## src/rtl/mem_stage_pkg.sv

```systemverilog
// Shared widths, stall encodings, load opcodes and bus layouts for the MEM stage.
package mem_stage_pkg;

  localparam int STALL_W      = 6;
  localparam int EX_TO_MEM_WD = 141;
  localparam int MEM_TO_WB_WD = 136;
  localparam int MEM_TO_ID_WD = 38;

  localparam int STALL_MEM = 3;
  localparam int STALL_WB  = 4;

  localparam logic STOP    = 1'b1;
  localparam logic NO_STOP = 1'b0;

  localparam logic [2:0] LD_NONE = 3'b000;
  localparam logic [2:0] LD_LB   = 3'b001;
  localparam logic [2:0] LD_LBU  = 3'b010;
  localparam logic [2:0] LD_LH   = 3'b011;
  localparam logic [2:0] LD_LHU  = 3'b100;
  localparam logic [2:0] LD_LW   = 3'b101;

  // Read-data source for a resident load.
  typedef enum logic {
    LIVE = 1'b0,
    HELD = 1'b1
  } hold_state_e;

  // Field view of the EX-to-MEM bus; any bits above this are spare.
  typedef struct packed {
    logic [31:0] pc;
    logic [2:0]  ld_op;
    logic        data_ram_en;
    logic        hi_we;
    logic        lo_we;
    logic        rf_we;
    logic [4:0]  rf_waddr;
    logic [31:0] ex_result;
    logic [31:0] hi;
    logic [31:0] lo;
  } ex_mem_t;

  localparam int EX_FIELDS_WD = $bits(ex_mem_t);

  typedef struct packed {
    logic [31:0] pc;
    logic        hi_we;
    logic        lo_we;
    logic        rf_we;
    logic [4:0]  rf_waddr;
    logic [31:0] rf_wdata;
    logic [31:0] hi;
    logic [31:0] lo;
  } mem_wb_t;

  typedef struct packed {
    logic        rf_we;
    logic [4:0]  rf_waddr;
    logic [31:0] rf_wdata;
  } mem_id_t;

  function automatic logic is_load(input logic [2:0] ld_op, input logic data_ram_en);
    return data_ram_en && (ld_op != LD_NONE);
  endfunction

endpackage

```

## src/rtl/mem_stage_load_align.sv

```systemverilog
// Load lane select and sign/zero extension; purely combinational.
module load_align
  import mem_stage_pkg::*;
(
  input  logic [1:0]  addr,
  input  logic [2:0]  ld_op,
  input  logic [31:0] rdata,
  output logic [31:0] data_o
);

  logic [31:0] w_shifted;
  logic [7:0]  w_byte;
  logic [15:0] w_half;

  // Misaligned halfword/word addresses only pick a lane; low bits are ignored.
  assign w_shifted = rdata >> {addr, 3'b000};
  assign w_byte    = w_shifted[7:0];
  assign w_half    = addr[1] ? rdata[31:16] : rdata[15:0];

  // Extend the selected lane according to the load type.
  always_comb begin
    data_o = rdata;
    case (ld_op)
      LD_LB:   data_o = {{24{w_byte[7]}}, w_byte};
      LD_LBU:  data_o = {24'h000000, w_byte};
      LD_LH:   data_o = {{16{w_half[15]}}, w_half};
      LD_LHU:  data_o = {16'h0000, w_half};
      LD_LW:   data_o = rdata;
      default: data_o = rdata;
    endcase
  end

endmodule

```

## src/rtl/mem_stage.sv

```systemverilog
// MEM pipeline stage: EX/MEM register, load read-data hold path, WB and ID buses.
//
// state | meaning
// LIVE  | load data comes straight from data_sram_rdata
// HELD  | WB is stalled with a load resident; data comes from r_rdata_hold
module mem_stage
  import mem_stage_pkg::*;
#(
  parameter int STALL_W      = mem_stage_pkg::STALL_W,
  parameter int EX_TO_MEM_WD = mem_stage_pkg::EX_TO_MEM_WD,
  parameter int MEM_TO_WB_WD = mem_stage_pkg::MEM_TO_WB_WD
) (
  input  logic                    clk,
  input  logic                    resetn,
  input  logic [STALL_W-1:0]      stall,
  input  logic [EX_TO_MEM_WD-1:0] ex_to_mem_bus,
  input  logic [31:0]             data_sram_rdata,
  output logic [MEM_TO_WB_WD-1:0] mem_to_wb_bus,
  output logic [MEM_TO_ID_WD-1:0] mem_to_id_fwd
);

  ex_mem_t     r_mem;
  logic [31:0] r_rdata_hold;
  hold_state_e r_state;

  ex_mem_t     w_ex;
  logic        w_mem_stop;
  logic        w_wb_stop;
  logic        w_mem_change;
  logic        w_load_res;
  logic [31:0] w_rdata;
  logic [31:0] w_ld_data;
  logic [31:0] w_rf_wdata;
  mem_wb_t     w_wb;
  mem_id_t     w_id;
  logic        w_unused_bits;

  assign w_ex         = ex_mem_t'(ex_to_mem_bus[EX_FIELDS_WD-1:0]);
  assign w_mem_stop   = (stall[STALL_MEM] == STOP);
  assign w_wb_stop    = (stall[STALL_WB] == STOP);
  // The MEM register takes either a new instruction or a bubble unless both stages stop.
  assign w_mem_change = !w_mem_stop || !w_wb_stop;
  assign w_load_res   = is_load(r_mem.ld_op, r_mem.data_ram_en);

  // Spare bus bits and unused stall lanes are deliberately ignored.
  assign w_unused_bits = ^{ex_to_mem_bus, stall};

  // EX/MEM register: capture, insert a bubble, or hold.
  always_ff @(posedge clk or negedge resetn) begin
    if (!resetn) begin
      r_mem <= '0;
    end else if (!w_mem_stop) begin
      r_mem <= w_ex;
    end else if (!w_wb_stop) begin
      r_mem <= '0;
    end
  end

  // Hold FSM: freeze the SRAM word the first cycle a resident load sees WB stalled.
  always_ff @(posedge clk or negedge resetn) begin
    if (!resetn) begin
      r_state      <= LIVE;
      r_rdata_hold <= '0;
    end else if (w_mem_change) begin
      // A bubble or new instruction always starts LIVE; the bubble wins over HELD.
      r_state <= LIVE;
    end else begin
      case (r_state)
        LIVE: begin
          if (w_load_res) begin
            r_state      <= HELD;
            r_rdata_hold <= data_sram_rdata;
          end
        end
        HELD:    r_state <= HELD;
        default: r_state <= LIVE;
      endcase
    end
  end

  assign w_rdata = (r_state == HELD) ? r_rdata_hold : data_sram_rdata;

  load_align u_load_align (
    .addr   (r_mem.ex_result[1:0]),
    .ld_op  (r_mem.ld_op),
    .rdata  (w_rdata),
    .data_o (w_ld_data)
  );

  assign w_rf_wdata = w_load_res ? w_ld_data : r_mem.ex_result;

  // Output buses are combinational views of the register; a bubble reads as all-zero.
  always_comb begin
    w_wb          = '0;
    w_wb.pc       = r_mem.pc;
    w_wb.hi_we    = r_mem.hi_we;
    w_wb.lo_we    = r_mem.lo_we;
    w_wb.rf_we    = r_mem.rf_we;
    w_wb.rf_waddr = r_mem.rf_waddr;
    w_wb.rf_wdata = w_rf_wdata;
    w_wb.hi       = r_mem.hi;
    w_wb.lo       = r_mem.lo;

    w_id          = '0;
    w_id.rf_we    = r_mem.rf_we;
    w_id.rf_waddr = r_mem.rf_waddr;
    w_id.rf_wdata = w_rf_wdata;
  end

  assign mem_to_wb_bus = MEM_TO_WB_WD'(w_wb);
  assign mem_to_id_fwd = w_id;

endmodule

```

## config.mk

```make
export PLATFORM = sky130hd
export DESIGN_NAME = mem_stage
export DESIGN_NICKNAME = d
export VERILOG_FILES = /design/src/rtl/mem_stage_pkg.sv /design/src/rtl/mem_stage_load_align.sv /design/src/rtl/mem_stage.sv
export SDC_FILE = /design/constraint.sdc
export NUM_CORES = 1
export LEC_CHECK = 0
export CAP_MARGIN = 20
export CORE_UTILIZATION = 50
export CTS_BUF_LIST = sky130_fd_sc_hd__clkbuf_8
export DETAILED_ROUTE_END_ITERATION = 10
export HOLD_SLACK_MARGIN = 0.12
export PLACE_DENSITY = 0.93
export SLEW_MARGIN = 20
export SYNTH_ARGS = -nofsm -noshare
export SYNTH_HDL_FRONTEND = slang
export SYNTH_HIERARCHICAL = 1
export SYNTH_SLANG_ARGS = --single-unit
```

## constraint.sdc

```tcl
create_clock -name clk -period 5.6 [get_ports clk]
set_input_delay 1.12 -clock clk [delete_from_list [all_inputs] [get_ports clk]]
set_output_delay 1.12 -clock clk [all_outputs]
set_load 0.005 [all_outputs]
```

# --- After elaboration in Yosys (flattened, before gate mapping) ---
# Cells that the tools add are included.
totals:
  register_bits: 173
  inputBits: 181
  out_inout_bits: 174
  wordCells: 35
op_classes:
  n_eq_ne: 5
  shift: 1
  muxes: 9
  n_bitwise: 2
  n_reduce_logical: 6
ops:
  columns: ["operator", "count"]
  rows:
  - ["2-to-1 mux 140 bit", 2]
  - ["one-hot mux 32 bit (4 select lines)", 1]
  - ["2-to-1 mux 32 bit", 2]
  - [">> shifter 32 x 5 -> 8 bit", 1]
  - ["2-to-1 mux 16 bit", 1]
  - ["== test 3 x 2 -> 1 bit (second input constant)", 2]
  - ["== test 3 x 1 -> 1 bit (second input constant)", 1]
  - ["== test 3 bit (second input constant)", 1]
  - ["AND reduction 3 bit", 1]
  - ["nonzero test 3 bit", 1]
  - ["zero test 1 bit", 2]
  - ["2-to-1 mux 1 bit", 2]
  - ["!= test 2 bit (second input constant)", 1]
  - ["inverter 1 bit", 2]
  - ["one-hot mux 1 bit (2 select lines)", 1]
  - ["logical AND 1 bit", 1]
  - ["logical OR 1 bit", 1]

# --- Longest topological paths before layout ---
# Gate-level depths: netlist of run 1.
depth:
  depth_word: 5
  depth_mapped: 10

# --- Modules after synthesis ---
# The synthesis of run 1 kept the hierarchy.
by_module_without_submodules:
  columns: ["module", "instances", "cells_each", "area_each_um2", "seq_area_each_um2"]
  rows:
  - ["mem_stage", 1, 882, 8544.4, 4329.2]
  - ["load_align", 1, 125, 924.6, 0.0]

# --- Worst setup path before layout of run 1 ---
# OpenSTA, ideal clock, no wires.
synth_timing:
  path_type: "input to output"
  start: "in data_sram_rdata[15]"
  end: "out mem_to_wb_bus[73]"
  arrival_time_ps: 2809
  required_time_ps: 4480
  path_slack_ps: 1671
  stages: 7
  n_path_buf: 1
  path_cell_list: "mux2_2 mux2_4 a221oi_4 a211oi_1 a221o_1 mux2_2 buf_4"
synth_between:
  elab_chain_cells: 4
synth_rtl:
  columns: ["item", "line", "text"]
  rows:
  - ["start, declared", "mem_stage.sv:17", "input logic [31:0] data_sram_rdata,"]
  - ["2-to-1 mux 32 bit", "mem_stage.sv:81", "assign w_rdata = (r_state == HELD) ? r_rdata_hold : data_sram_rdata;"]
  - [">> shifter 32 x 5 -> 8 bit", "mem_stage_load_align.sv:16", "assign w_shifted = rdata >> {addr, 3'b000};"]
  - ["one-hot mux 32 bit (4 select lines)", "mem_stage_load_align.sv:23", "case (ld_op)"]
  - ["net w_ld_data[9]", "mem_stage.sv:32", "logic [31:0] w_ld_data;"]
  - ["2-to-1 mux 32 bit", "mem_stage.sv:90", "assign w_rf_wdata = w_load_res ? w_ld_data : r_mem.ex_result;"]
  - ["end, declared", "mem_stage.sv:18", "output logic [MEM_TO_WB_WD-1:0] mem_to_wb_bus,"]
# The timed path passes the listed nets, and every way through them passes these cells.

# --- Worst setup path after layout of run 1 ---
layout_timing:
  start: "in data_sram_rdata[7]"
  end: "out mem_to_wb_bus[77]"
layout_between:
  elab_chain_cells: 4
layout_rtl:
  columns: ["item", "line", "text"]
  rows:
  - ["2-to-1 mux 32 bit", "mem_stage.sv:81", null]
  - ["net w_rdata[7]", "mem_stage.sv:31", "logic [31:0] w_rdata;"]
  - [">> shifter 32 x 5 -> 8 bit", "mem_stage_load_align.sv:16", null]
  - ["one-hot mux 32 bit (4 select lines)", "mem_stage_load_align.sv:23", null]
  - ["net w_ld_data[13]", "mem_stage.sv:32", null]
  - ["2-to-1 mux 32 bit", "mem_stage.sv:90", null]
# The timed path passes the listed nets, and every way through them passes these cells.

==> results.cfg, run 1 <==
[synthesis]
netlist.area_leader.share_pct = 45.72
avgSynthCellArea_um2 = 9.403
yosysWarnings = 6
yosysTopAreaCell = dfrtp_1
synth_area_um2 = 9469
yosysSeqAreaShare_pct = 45.72
synth_cell_types = 40
synth_flop_cell = dfrtp_1
synthArstFlopShare_pct = 100.0
synth_fp_nets = 1188
synth_area_leaders = dfrtp_1 46%, buf_4 11%, mux2_2 7.8%
synthCells = 1007
synth_seq_cells = 173
synth-edff-count = 0

[timing]
setup_tns_ns = 0
period_share_pct = 89.73
final.min_clock_period_ns = 5.025
final-hold-violation-count = 0
setup_viol = 0
fin_worst_skew_ns = 0.01152
slew_viol_final = 0
max_freq_mhz = 199.0
worstMarginPinSlew_ns = 0.8307
slew_headroom_pct = 44.62
rsz0062_at_grt = no

[setup_path]
worstPathArrival_ns = 3.90
cp.buffers_inverters = 2
crit_slowest_cell = a221oi_4
path_cells = clkdlybuf4s50_1, mux2_2, mux2_4, a221oi_4, a211oi_1, a221o_1, mux2_2, clkdlybuf4s50_1
crit_start = data_sram_rdata[7]
path_class = in -> out
start_kind = input port
cp.required_ns = 4.48
critical-path-top-delay-family = compound AO/OA/AOI/OAI gates
crit_fanout = 7
max_stage_delay_ns = 0.49
worstSetupEndpointType = output port
regToRegStartpoint = r_mem[106]$_DFFE_PN0P_
r2r_setup_slack_ns = 2.73

[die]
die_w_um = 139.6
die_area_um2 = 19490
start_util_pct = 51.83
placementRows = 49
core_area_um2 = 18270
io_pins = 355
die_y_um = 139.6

[place]
numPortBuffers = 349
place_congestion = 0.8858
placed_area_um2 = 11970
place_inst = 1395
dp_hpwl_um = 19040

[pwr]
p_total_uw = 3235
powerDensity_nw_per_um2 = 260.7
peakVddDrop_mv = 0.1717
p_leak_uw = 0.005660

[route]
drt_iter0_drc = 472
drt-total-wl_um = 25850
antenna_left = 0
drc = 0
routedWlPerCell_um = 18.12
vias = 7426
vias_per_cell = 5.204
firstDrtPassIters = 4

[clocking]
cts_tree = done
cts_made_buffers = 17
cts_buffer_depth = 2
cts_sinks = 173
clk_pin_slew_ns = 0.10
clockRootBuffer = clkbuf_8
cts_resized = 0
postCtsHoldBufs = 0
cts_max_level = 4
post_cts_buffers = 0
clock_latency_ns = 0.46

[grt]
grt_max_degree = 92
grt_pass1_wl_um = 40610
grt_pass1_vias = 7626
antenna_found_initial = 0
gr-total-overflow = 0
grt.total_usage_pct = 27.03

[layout]
drive_above_1_share_pct = 10.10
num-fill-cells = 1358
finalNonFillerCells = 1427
final_cell_area_um2 = 12410
antenna_cells = 0
fin_nets = 1366
seqCellArea_um2 = 4330
area_delta_synth_final_pct = 31.01
multi_input_area_um2 = 3248

[job]
maxCapViolCount = 0

[outcome]
status = finished clean

[worst_hold_path]
hold_path_class = reg -> reg
min-delay-start = mem_to_wb_bus[124]$_DFFE_PN0P_
-- worst paths after layout --
path	to	cells after the start
min in group asynchronous	r_mem[68]$_DFFE_PN0P_	1
min reg2reg	mem_to_wb_bus[124]$_DFFE_PN0P_	2
max	mem_to_wb_bus[77]	8
max reg2reg	r_rdata_hold[0]$_DFFE_PN0P_	5
max in group asynchronous	mem_to_wb_bus[14]$_DFFE_PN0P_	2
min	mem_to_wb_bus[124]$_DFFE_PN0P_	2
-- power breakdown --
group          total, uW  internal (uW)  switching [uW]
clock network        957            425             532
logic                792            471             322
registers           1490           1390            94.0
total               3230           2290             947
-- cells in the mapped netlist, drive strengths merged, types with 2 or more instances --
library cell	n
buf	179
dfrtp	173
o21ai	146
inv	144
nand2	124
mux2	98
nand3	37
clkbuf	20
a21o	17
mux2i	14
a221o	8
a211oi	7
o21a	7
o221ai	7
nor2	4
a21oi	3
and2	2
nor2b	2
o22ai	2
-- per-layer routing --
metal / up-vias / track usage, % / share of wire (%)
met3: 60 / 7.261 / 7.6
met4: 0 / 10.29 / 2.9
met5: - / 0 / 0
met2: 350 / 46.65 / 51
met1: 3538 / 32.23 / 39
li1: 3478 / - / -
-- worst reg2reg max path, delay by kind of cell, from the launching register on --
| family | cells | cell delay (ns) |
|---|---|---|
| buffers and inverters | 2 | 0.71 |
| DFF | 1 | 0.87 |
| AOI/OAI and AO/OA | 1 | 0.14 |
| and+or+nand+nor | 1 | 0.68 |
| muxes | 1 | 0.37 |
-- per-stage QoR --
step	utilization, %	hold slack (ns)	setup WS, ns
3_3_place_gp	65.53	0.4597	0.6686
4_1_cts	67.89	0.4928	0.6118
2_1_floorplan	-	0.4510	1.671
5_1_grt	67.90	0.5128	0.4991
6_report	67.90	0.4888	0.5753
3_5_place_dp	65.53	0.4690	0.6391
-- final cells by class --
type                       count  area share [%]
sequential                   173           34.91
tap                          229           2.310
timing repair buffer         358           28.75
clock buffer                  17           1.886
inverter                     144           4.357
multi-input combinational    491           26.18
clock inverter                15           1.604
-- state kept, by name, indices dropped and copies added, names as in the netlist --
name	cells
r_rdata_hold	32
r_mem	36
r_state	1
mem_to_wb_bus	98
mem_to_id_fwd	6
-- cell families (layout without fill, tap and decap cells) --
group	Yosys count	count (layout)	synth area share (%)
AOI/OAI and AO/OA	202	202	12.76
xor gates and xnor gates	2	2	0.1850
adders and majority gates	1	1	0.1057
buffers and inverters	343	534	20.01
DFF	173	173	45.72
muxes	113	113	13.45
and+or+nand+nor	173	173	7.770
-- cells in the final DEF, fill, tap and decap left out, types with 2 or more instances in the layout --
cell	instances
o221ai_1	7
a211oi_1	7
dfrtp_1	172
nor2b_1	2
inv_8	6
mux2i_1	14
inv_1	144
clkbuf_8	17
buf_4	9
mux2_1	30
bufinv_16	2
mux2_4	2
o21a_1	7
nand2_1	124
nor2_1	3
o21ai_1	2
clkinv_8	2
a21oi_1	3
inv_6	3
mux2_2	66
clkdlybuf4s50_1	346
a221o_1	8
nand3_1	37
a21o_1	17
o22ai_1	2
o21ai_0	143
Power figures use the tool's default switching activity.
==> inputs of run 2 (changes only) <==
ABC_AREA = 1   (was unset)
CORE_UTILIZATION = 51   (was 50)
==> results.cfg, run 2 <==
[synthesis]
synth_seq_cells = 173
synthCells = 1338
synth_fp_nets = 1519
synth_cell_types = 25
yosysWarnings = 6
synth_flop_cell = dfrtp_1
synth-edff-count = 0
yosysSeqAreaShare_pct = 42.70
synth_area_um2 = 10140
synth.most_common_cell = nand2_1
synth_common_cells = 334 x nand2_1, 224 x nand3_1, 176 x inv_1
yosysTopAreaCell = dfrtp_1
synth_area_leaders = dfrtp_1 43%, nand2_1 12%, buf_4 11%
synthArstFlopShare_pct = 100.0
netlist.area_leader.share_pct = 42.70
avgSynthCellArea_um2 = 7.577

[route]
vias_per_cell = 5.175
vias = 9123
drc = 0
antenna_left = 0
routedWlPerCell_um = 16.77
firstDrtPassIters = 5
drt_iter0_drc = 757
drt-total-wl_um = 29570

[die]
die_area_um2 = 20450
die_w_um = 143.0
die_y_um = 143.0
placementRows = 51
io_pins = 355
start_util_pct = 52.09
core_area_um2 = 19460

[clocking]
post_cts_buffers = 0
cts_sinks = 173
cts_buffer_depth = 2
clockRootBuffer = clkbuf_8
postCtsHoldBufs = 0
cts_resized = 0
clock_latency_ns = 0.46
cts_made_buffers = 17
cts_tree = done
cts_max_level = 4
clk_pin_slew_ns = 0.10

[grt]
gr-total-overflow = 0
grt_pass1_vias = 8785
grt_pass1_wl_um = 45800
grt_max_degree = 158
antenna_found_initial = 1
grt.total_usage_pct = 29.18

[layout]
layout_commonest_cell = clkdlybuf4s50_1
final_cell_area_um2 = 12800
fin_nets = 1666
drive_above_1_share_pct = 4.275
largest_reg_flops = 98
area_delta_synth_final_pct = 26.27
num-fill-cells = 1529
final_cell_mix = 346 x clkdlybuf4s50_1, 334 x nand2_1, 223 x nand3_1, 176 x inv_1, 172 x dfrtp_1

[pwr]
p_leak_uw = 0.006350
peakVddDrop_mv = 0.1428
powerDensity_nw_per_um2 = 248.2
p_int_uw = 2141
pwr-share-comb_pct = 26.4
seq_power_share_pct = 46.3
pwr-share-clk_pct = 27.3
p_sw_uw = 1036
p_sw_share_pct = 32.61

[setup_path]
worstSetupEndpointType = output port
path_class = in -> out
cp.required_ns = 4.48
worstPathArrival_ns = 3.52
crit_fanout = 24
start_kind = input port

[timing]
period_share_pct = 82.90
slew_headroom_pct = 32.12
setup_tns_ns = 0
final.min_clock_period_ns = 4.643
rsz0062_at_grt = no
fin_worst_skew_ns = 0.01315
final-hold-violation-count = 0
setup_viol = 0
max_freq_mhz = 215.4
worstMarginPinSlew_ns = 1.018
slew_viol_final = 0

[job]
maxCapViolCount = 0

[worst_hold_path]
hold_path_class = reg -> reg

[place]
place_congestion = 0.9308
placed_area_um2 = 12420
dp_hpwl_um = 21420
numPortBuffers = 349

[outcome]
status = finished clean
-- run 2: cell count changes after synthesis, moves of 17 or more --
cell	delta
mux2_1	-30
inv_1	+32
nand2_1	+210
o21ai_0	-45
nand4_1	+31
mux2_2	-66
a21o_1	-17
nand3_1	+187
o21ai_1	+43
-- run 2: through the flow --
step                      worst slack [ns]  hold WS, ns  util [%]  std cells  power [uW]
after global routing                0.7683       0.4994     65.77       1762        3342
after CTS                           0.9844       0.4826     65.76       1762        3193
final                               0.9573       0.4828     65.78       1763        3178
after detailed placement             1.011       0.4584     63.80       1731        2329
after global placement               1.035       0.4539     63.80       1731        2297
after floorplan                      2.377       0.4417         -       1338        1965
-- run 2: power by group through the flow --
stage	registers [uW]	clock network [uW]	logic, uW
4_1_cts	1470	884	840
2_1_floorplan	1460	0	500
6_report	1470	867	839
3_3_place_gp	1480	0	813
5_1_grt	1490	931	923
3_5_place_dp	1490	0	838
-- run 2: path summary, 6_finish.rpt --
path / from / endpoint / slack [ns] / depth (start not counted)
worst max register to register: r_mem[105]$_DFFE_PN0P_ / r_rdata_hold[24]$_DFFE_PN0P_ / 3.28 / 6
worst max-delay path: data_sram_rdata[23] / mem_to_id_fwd[30] / 0.96 / 12
worst min-delay path: r_rdata_hold[30]$_DFFE_PN0P_ / r_rdata_hold[30]$_DFFE_PN0P_ / 0.48 / 2
worst min register to register: r_rdata_hold[30]$_DFFE_PN0P_ / r_rdata_hold[30]$_DFFE_PN0P_ / 0.48 / 2
min in group asynchronous: resetn / r_rdata_hold[16]$_DFFE_PN0P_ / 0.70 / 1
max in group asynchronous: resetn / r_mem[86]$_DFFE_PN0P_ / 3.71 / 2
-- run 2: metal layers --
metal | wire [um] | vias to the layer above | global-route usage, %
li1 | - | 4375 | -
met1 | 10610 | 4235 | 32.96
met2 | 15130 | 441 | 50.42
met3 | 2617 | 72 | 8.149
met4 | 1210 | 0 | 14.60
met5 | 0 | - | 0
-- run 2: final cells by class --
cell class,instances,area (um2),area share [%]
clock inverter,14,147.6,1.153
tap,265,331.6,2.590
multi-input combinational,754,3506,27.38
inverter,179,671.9,5.248
sequential,173,4330,33.83
antenna,1,2.502,0.01955
timing repair buffer,360,3578,27.95
clock buffer,17,234.0,1.828
-- run 2: worst max-delay path, stage by stage --
cell and delay (ns):
clkdlybuf4s50_1 0.49, nand2_1 0.06, nand2_1 0.13, inv_1 0.05, nand2_1 0.08, nand2_1 0.06, nand2_1 0.12, nand3b_4 0.30
nand3_1 0.20, nand3_1 0.12, nand2_1 0.19, clkdlybuf4s50_1 0.57
-- run 2: kinds of logic (layout without fill, tap and decap cells) --
family / after synthesis / after routing / share of synthesized area [%]
and+or+nand+nor: 606 / 606 / 27.18
AOI/OAI and AO/OA: 148 / 148 / 7.355
DFF: 173 / 173 / 42.70
buffers and inverters: 411 / 570 / 22.77
other: 0 / 1 / 0
==> inputs of run 3 (changes only) <==
CORE_UTILIZATION = 43   (was 51)
PLACE_DENSITY = 0.84   (was 0.93)
clock period = 4 ns   (was 5.6 ns; I/O delays follow)
==> results.cfg, run 3 (synthesized netlist as in run 2, its figures left out) <==
[outcome]
status = finished clean

[timing]
final.min_clock_period_ns = 3.881
setup_viol = 0
setup_ws_ns = 0.1193
fin_worst_skew_ns = 0.01168
setup_tns_ns = 0
max_freq_mhz = 257.7
period_share_pct = 97.02
final-hold-violation-count = 0
slew_viol_final = 0
slew_headroom_pct = 38.31
worstMarginPinSlew_ns = 0.9253
rsz0062_at_grt = no

[clocking]
clock_latency_ns = 0.45
postCtsHoldBufs = 0
cts_made_buffers = 17
cts_sinks = 173
cts_buffer_depth = 2
clk_pin_slew_ns = 0.10
clockRootBuffer = clkbuf_8
cts_tree = done
cts_max_level = 4

[route]
firstDrtPassIters = 6
vias = 9007
vias_per_cell = 4.949
routedWlPerCell_um = 16.19
drt-total-wl_um = 29470
drc = 0
drt_iter0_drc = 604
antenna_left = 0

[layout]
final_core_util_pct = 56.70
largest_reg_flops = 98
seqCellArea_um2 = 4329
antenna_cells = 0
multi_input_area_um2 = 3517
num-fill-cells = 2091
drive_above_1_share_pct = 4.844
area_delta_synth_final_pct = 27.77
layout_commonest_cell = clkdlybuf4s50_1
final_cell_mix = 346 x clkdlybuf4s50_1, 334 x nand2_1, 223 x nand3_1, 176 x inv_1, 173 x dfrtp_1
fin_nets = 1676

[grt]
grt.total_usage_pct = 24.44
grt_pass1_vias = 8659
antenna_found_initial = 0
grt_pass1_wl_um = 45610
gr-total-overflow = 0
grt_max_degree = 102

[die]
die_area_um2 = 24200
io_pins = 355
die_w_um = 155.6
start_util_pct = 44.38
core_area_um2 = 22850
die_y_um = 155.6
placementRows = 55

[setup_path]
critical-path-top-delay-family = buffers and inverters
r2r-end = r_rdata_hold[10]$_DFFE_PN0P_
crit_fanout = 9
crit_slowest_cell = clkdlybuf4s50_1
cp_num_cells = 13
endpoint = mem_to_wb_bus[82]
worstPathArrival_ns = 3.08
cp.buffers_inverters = 4
path_class = in -> out
r2r_setup_slack_ns = 1.94
crit_top_cell = nand2_1
path_cells = clkdlybuf4s50_1, nand2_1, nand2_1, inv_1, nand2_1, nand2_1, nand2_1, nand3b_4, buf_4, nand3_1, nand3_1, nand2_1, clkdlybuf4s50_1
start_kind = input port
crit_start = data_sram_rdata[7]
worstSetupEndpointType = output port
max_stage_delay_ns = 0.53
worst_r2r_path_depth = 6
regToRegStartpoint = r_mem[106]$_DFFE_PN0P_
cp.required_ns = 3.20

[job]
maxCapViolCount = 0

[pwr]
powerDensity_nw_per_um2 = 343.7
peakVddDrop_mv = 0.1870
p_leak_uw = 0.006404

[place]
dp_hpwl_um = 21110
place_congestion = 0.9225
pre_cts_ws_ns = 0.09710
numPortBuffers = 349

[worst_hold_path]
hold_path_class = in -> async
[run 3: layout make-up]
type / count / area share (%)
multi-input combinational: 755 / 27.15
timing repair buffer: 369 / 28.27
clock inverter: 14 / 1.140
inverter: 179 / 5.187
clock buffer: 17 / 1.806
sequential: 173 / 33.42
tap: 313 / 3.023
[run 3: through the flow]
step	total power (uW)	instance area, um2	hold WS [ns]	std cells
finish	4452	12950	0.4052	1820
global route	4712	12950	0.4374	1820
CTS	4487	12920	0.4362	1817
detailed placement	3264	12540	0.4589	1786
global placement	3231	12540	0.4539	1786
floorplan	2751	10140	0.4417	1338
[run 3: worst min-delay path by stage]
stage,end,cells past startpoint
after floorplan,r_rdata_hold[30]$_DFFE_PN0P_,2
after global placement,r_rdata_hold[1]$_DFFE_PN0P_,2
after detailed placement,r_rdata_hold[29]$_DFFE_PN0P_,2
after CTS,r_mem[73]$_DFFE_PN0P_,1
after global routing,r_mem[73]$_DFFE_PN0P_,1
final,r_mem[73]$_DFFE_PN0P_,1
[run 3: worst register-to-register path, stage by stage, from the launching register on]
cell	delay, ns
dfrtp_1	0.47
inv_1	0.10
nand3_2	0.08
buf_4	0.55
nand3_4	0.51
nand2_1	0.18
nand2_1	0.08
[run 3: what timing repair did]
item / 4_1_cts / 5_1_grt
buffers inserted: 0 / 2
setup endpoints to repair: 0 / 33
gates resized for setup: 0 / 1
[run 3: per-layer routing]
| metal | wire length (um) | vias to the layer above | track usage, % | share of wire (%) |
|---|---|---|---|---|
| met2 | 14720 | 391 | 41.85 | 50 |
| met4 | 1118 | 0 | 11.02 | 3.8 |
| met3 | 2652 | 63 | 7.861 | 9.0 |
| met5 | 0 | - | 0 | 0 |
| met1 | 10980 | 4160 | 27.80 | 37 |
| li1 | - | 4393 | - | - |
[run 3: power by group]
group | internal (uW) | switching (uW)
registers | 1940 | 112
clock network | 466 | 748
logic | 603 | 584
